## src/rtl/fft_pkg.sv

```systemverilog
// Shared types and constants for the FFT peak detector: frame geometry,
// the packed complex sample and the control FSM state.
package fft_pkg;
  localparam int N_POINTS = 512;
  localparam int ADDR_W   = 9;

  typedef struct packed {
    logic signed [15:0] re;
    logic signed [15:0] im;
  } cplx_t;

  typedef enum logic [1:0] {
    IDLE   = 2'd0,
    ACCUM  = 2'd1,
    DRAIN  = 2'd2,
    REPORT = 2'd3
  } state_t;
endpackage

```

## src/rtl/fft_peak_detect_mag_sq.sv

```systemverilog
// Two-stage re^2 + im^2 pipeline: stage 1 registers both squares, stage 2 the
// 32-bit unsigned sum. The bin index travels with the data.
module mag_sq
  import fft_pkg::*;
(
  input  logic              clk,
  input  logic              reset,
  input  logic              flush,
  input  logic              in_valid,
  input  logic [ADDR_W-1:0] in_bin,
  input  cplx_t             in_data,
  output logic              out_valid,
  output logic [ADDR_W-1:0] out_bin,
  output logic [31:0]       out_mag
);
  logic              s1_valid;
  logic [ADDR_W-1:0] s1_bin;
  logic [30:0]       re_sq;
  logic [30:0]       im_sq;
  logic [30:0]       re_sq_c;
  logic [30:0]       im_sq_c;

  // A signed square is never negative and at most 2^30, so 31 bits hold it exactly.
  always_comb begin
    re_sq_c = 31'(in_data.re * in_data.re);
    im_sq_c = 31'(in_data.im * in_data.im);
  end

  always_ff @(posedge clk or negedge reset) begin
    if (!reset) begin
      s1_valid  <= 1'b0;
      s1_bin    <= '0;
      re_sq     <= '0;
      im_sq     <= '0;
      out_valid <= 1'b0;
      out_bin   <= '0;
      out_mag   <= '0;
    end else begin
      s1_valid <= in_valid;
      s1_bin   <= in_bin;
      re_sq    <= re_sq_c;
      im_sq    <= im_sq_c;
      // A flush drops the word already in flight so it cannot reach a new frame.
      out_valid <= s1_valid && !flush;
      out_bin   <= s1_bin;
      out_mag   <= {1'b0, re_sq} + {1'b0, im_sq};
    end
  end
endmodule

```

## src/rtl/fft_peak_detect.sv

```systemverilog
// Scans one FFT output frame for the largest-magnitude bin inside a search
// window and reports its index and re^2+im^2 once per completed frame.
module fft_peak_detect #(
  parameter int          N_POINTS   = fft_pkg::N_POINTS,
  parameter int          BIN_LO     = 1,
  parameter int          BIN_HI     = 255,
  parameter logic [31:0] MAG_THRESH = 32'd0
) (
  input  logic                       clk,
  input  logic                       reset,
  input  logic                       frame_start,
  input  logic                       in_valid,
  input  logic [31:0]                in_data,
  output logic                       busy,
  output logic                       peak_valid,
  output logic                       peak_found,
  output logic [fft_pkg::ADDR_W-1:0] peak_bin,
  output logic [31:0]                peak_mag,
  output fft_pkg::state_t            state
);
  import fft_pkg::*;

  // Handshake: a word is taken on any posedge where in_valid=1 and either
  // frame_start=1 or the FSM is in ACCUM; there is no back-pressure.
  state_t            state_q;
  state_t            next_state;
  logic [ADDR_W-1:0] cnt_q;
  logic              drain_q;
  logic              accept;
  logic              last_word;
  logic [ADDR_W-1:0] acc_bin;
  logic              report_load;

  logic              s2_valid;
  logic [ADDR_W-1:0] s2_bin;
  logic [31:0]       s2_mag;
  logic              in_range;
  logic              qualify;

  logic              max_found;
  logic [ADDR_W-1:0] max_bin;
  logic [31:0]       max_mag;
  logic              cand_found;
  logic [ADDR_W-1:0] cand_bin;
  logic [31:0]       cand_mag;

  always_comb begin
    accept    = in_valid && (frame_start || (state_q == ACCUM));
    acc_bin   = frame_start ? '0 : cnt_q;
    last_word = accept && !frame_start && (cnt_q == ADDR_W'(N_POINTS - 1));
  end

  always_comb begin
    next_state = state_q;
    case (state_q)
      IDLE:    next_state = IDLE;
      ACCUM:   if (last_word) next_state = DRAIN;
      DRAIN:   if (drain_q) next_state = REPORT;
      REPORT:  next_state = IDLE;
      default: next_state = IDLE;
    endcase
    if (frame_start) next_state = ACCUM;
  end

  mag_sq u_mag_sq (
    .clk       (clk),
    .reset     (reset),
    .flush     (frame_start),
    .in_valid  (accept),
    .in_bin    (acc_bin),
    .in_data   (cplx_t'(in_data)),
    .out_valid (s2_valid),
    .out_bin   (s2_bin),
    .out_mag   (s2_mag)
  );

  // Strict compare keeps the earlier (lower) bin on equal magnitudes.
  always_comb begin
    in_range   = (int'(s2_bin) >= BIN_LO) && (int'(s2_bin) <= BIN_HI);
    qualify    = s2_valid && in_range && (s2_mag > max_mag) && (s2_mag > MAG_THRESH);
    cand_found = qualify ? 1'b1   : max_found;
    cand_bin   = qualify ? s2_bin : max_bin;
    cand_mag   = qualify ? s2_mag : max_mag;
  end

  // The last word's magnitude leaves the pipeline on the edge entering REPORT,
  // so the report is taken from the candidate rather than the stored max.
  assign report_load = (state_q == DRAIN) && (next_state == REPORT);

  always_ff @(posedge clk or negedge reset) begin
    if (!reset) begin
      state_q    <= IDLE;
      cnt_q      <= '0;
      drain_q    <= 1'b0;
      max_found  <= 1'b0;
      max_bin    <= '0;
      max_mag    <= '0;
      peak_valid <= 1'b0;
      peak_found <= 1'b0;
      peak_bin   <= '0;
      peak_mag   <= '0;
    end else begin
      state_q <= next_state;
      drain_q <= (state_q == DRAIN);
      if (frame_start) cnt_q <= in_valid ? ADDR_W'(1) : '0;
      else if (accept) cnt_q <= cnt_q + 1'b1;
      if (frame_start) begin
        max_found <= 1'b0;
        max_bin   <= '0;
        max_mag   <= '0;
      end else if (qualify) begin
        max_found <= 1'b1;
        max_bin   <= s2_bin;
        max_mag   <= s2_mag;
      end
      peak_valid <= report_load;
      if (report_load) begin
        peak_found <= cand_found;
        peak_bin   <= cand_bin;
        peak_mag   <= cand_mag;
      end
    end
  end

  assign busy  = (state_q == ACCUM) || (state_q == DRAIN);
  assign state = state_q;
endmodule

```

## config.mk

```make
export PLATFORM = sky130hd
export DESIGN_NAME = fft_peak_detect
export DESIGN_NICKNAME = d
export VERILOG_FILES = /design/src/rtl/fft_pkg.sv /design/src/rtl/fft_peak_detect_mag_sq.sv /design/src/rtl/fft_peak_detect.sv
export SDC_FILE = /design/constraint.sdc
export NUM_CORES = 2
export LEC_CHECK = 0
export BUFFER_PORTS_ARGS = -buffer_cell sky130_fd_sc_hd__buf_2
export CORE_MARGIN = 3
export CORE_UTILIZATION = 48
export CTS_BUF_LIST = sky130_fd_sc_hd__clkbuf_4 sky130_fd_sc_hd__clkbuf_8
export DETAILED_ROUTE_END_ITERATION = 7
export SYNTH_ARGS = -nofsm -noshare
export SYNTH_HDL_FRONTEND = slang
export SYNTH_SLANG_ARGS = --single-unit
```

## constraint.sdc

```tcl
create_clock -name clk -period 4.1 [get_ports clk]
set_input_delay 1.025 -clock clk [delete_from_list [all_inputs] [get_ports clk]]
set_output_delay 1.025 -clock clk [all_outputs]
set_load 0.005 [all_outputs]
```

==> reports/metrics.cfg <==
[clock_tree]
clock_path_buffers = 3
cts_sinks = 209
insertion_delay_ps = 530
cts_hold_buf = 0
h-tree-depth = 2
cts.clk_slew.worst_paths_ps = 60
cts_buffers = 37
clock-root-buffer = clkbuf_8
cts_tree = built

[synthesis]
synth-main-ff-cell = dfrtp_1
yosysSeqAreaShare = 0.198
synthCells = 2735
synthArstFlopShare = 1.00
syn_nets = 3468
avgSynthCellArea_um2 = 9.67
netlist_area_um2 = 26400
synth_edf_count = 0
synthTopCellsByCount = inv_1 (679), fa_1 (458), ha_1 (239)
synth_largest_area_cell = fa_1
synthDominantCellAreaShare = 0.347
synth_most_common_cell = inv_1
yosysWarnings = 0
synth_area_leaders = fa_1 (35%), dfrtp_1 (20%), ha_1 (11%)
synth_cell_type_count = 66
synth_seq_cells = 209

[setup_path]
crit_type = input pin to flip-flop
r2r_end = peak_mag[0]
startpoint_type = input pin
timing.rr.start = u_mag_sq.out_mag[17]
endpoint_kind = flip-flop
rrSetupSlack_ps = 1320
cp.required_ps = 4490
critPathMaxFanout = 4
worstPathArrival_ps = 6120
rr_worst_depth = 10

[place]
io_buffers = 81
gp_congestion = 0.905
detailed_place_hpwl_mm = 50.6
placed_area_um2 = 31000

[min_path]
hold-path-cell-count = 0
holdPathEnd = u_mag_sq.out_bin[7]
hold_path.class = flip-flop to flip-flop
min_from = u_mag_sq.s1_bin[7]

[finish]
syn2layout_area_growth_pct = 28.6
nets = 3949
final_cell_area_um2 = 34000
antennaDiodeCount = 0
drive_gt1_frac = 0.305

[sta]
hold_viol = 0
period_needed_ps = 5730
worstMarginPinSlew_ps = 778
fmax_mhz = 174
setup_ws_ps = -1630
slew_violations = 0
max_slew_margin = 0.478
clock_skew_ps = 36.7
min_period_over_period = 1.40
grt_setup_unrepaired = yes
setup_violations = 48

[route]
wl_per_cell_um = 15.5
drc = 0
antenna_left = 0
via_count = 19900
drtIter0Drc = 784
vias_per_cell = 5.05
wirelength_mm = 61.2
first_pass_iters = 5

[floorplan]
rows = 85
dieWidth_um = 241
coreArea_um2 = 54100
pin_count = 82
die_y_um = 241
die-area_um2 = 58000
start_util = 0.489

[run_status]
violations = setup timing
status = finished with violations

[global_route]
grt_pass1_vias = 21900
grt-busiest-layer = met2
track_usage = 0.219
grt_pass1_wl_mm = 104
grt_max_degree = 83
grt_overflow = 0
antenna_found_initial = 0
use_met3 = 0.0197
globalRouteMet2Util = 0.396
use_met1 = 0.292

[job]
drv_cap = 0

## worst max-delay path: stages
cell      delay (ps)
buf_12           110
buf_6            120
and2_4           160
fa_1             500
inv_1             50
fa_1             460
fa_1             510
inv_2             40
fa_1             490
fa_1             510
inv_1             50
fa_1             500
inv_2             50
ha_4             280
a21oi_2           50
o21ai_2          150
buf_6            140
nor2_4            40
a21oi_4          250
a221oi_4         100
o31ai_1          260
a21oi_1          120
xnor2_1          140
## how the worst max path moves through the flow
stage	start	to	slack, ps	cells past startpoint
floorplan	in_data[31]	u_mag_sq.re_sq[30]	-2180	23
global placement	in_data[31]	u_mag_sq.re_sq[28]	-2230	22
detailed placement	in_data[31]	u_mag_sq.re_sq[30]	-2360	19
CTS	in_data[31]	u_mag_sq.re_sq[30]	-1700	19
global route	in_data[8]	u_mag_sq.im_sq[29]	-1740	22
finish	in_data[25]	u_mag_sq.re_sq[29]	-1630	23
## routing by layer
layer / part of all wire / vias to the layer above
met5: 0 / -
met4: 0.016 / 0
met3: 0.033 / 87
met2: 0.52 / 304
met1: 0.43 / 10100
li1: - / 9384
## cell type report
cell class | count | area [µm²]
clock buffer | 56 | 727
inverter | 682 | 2600
clock inverter | 8 | 121
multi-input combinational | 1763 | 20000
tap | 696 | 871
sequential | 209 | 5230
timing repair buffer | 523 | 4510
fill | 4441 | 20100
## cell usage in the layout, fill, tap and decap left out, types with 40 or more instances in the layout
cell      count
buf_6        72
buf_2        49
inv_1       602
buf_4       358
dfrtp_1     209
a21oi_1      76
nand2_1     138
clkbuf_8     50
o21ai_0      40
and2_1       41
inv_2        70
ha_1        193
fa_1        425
nor2_1      129
a31oi_1      43
nand3b_1     42
xnor2_1      64
## stage by stage
stage	hold slack [ps]	TNS, ps	setup slack [ps]	instances	util
after floorplan	331	-66380	-2180	2735	-
final	340	-58670	-1630	3937	0.628
after global placement	333	-90510	-2230	3802	0.572
after global routing	350	-64830	-1740	3937	0.628
after detailed placement	336	-93680	-2360	3802	0.572
after CTS	334	-57810	-1700	3918	0.613
## registers in the layout, indices dropped and copies added (netlist names), 2 cells and up
signal,cells
max_mag,32
peak_mag,32
u_mag_sq.out_mag,32
u_mag_sq.im_sq,30
u_mag_sq.re_sq,30
cnt_q,9
max_bin,9
peak_bin,9
u_mag_sq.out_bin,9
u_mag_sq.s1_bin,9
state,2
## repair_timing
action	in CTS	in global routing
endpoints found under the setup margin	49	49
buffers inserted	59	28
gates resized for setup	270	177
pin swaps	160	137
## cells by family (layout without fill, tap and decap cells)
family / Yosys count / after routing / share of synthesized area
buffers and inverters: 763 / 1269 / 0.110
adders and majority gates: 697 / 697 / 0.460
and+or+nand+nor: 580 / 580 / 0.105
AOI/OAI and AO/OA: 367 / 367 / 0.0875
DFF: 209 / 209 / 0.198
xor gates and xnor gates: 114 / 114 / 0.0378
muxes: 5 / 5 / 0.00203
Power is not shown: default switching activity piles up to over one toggle a cycle in this logic, so the estimate is an artifact.
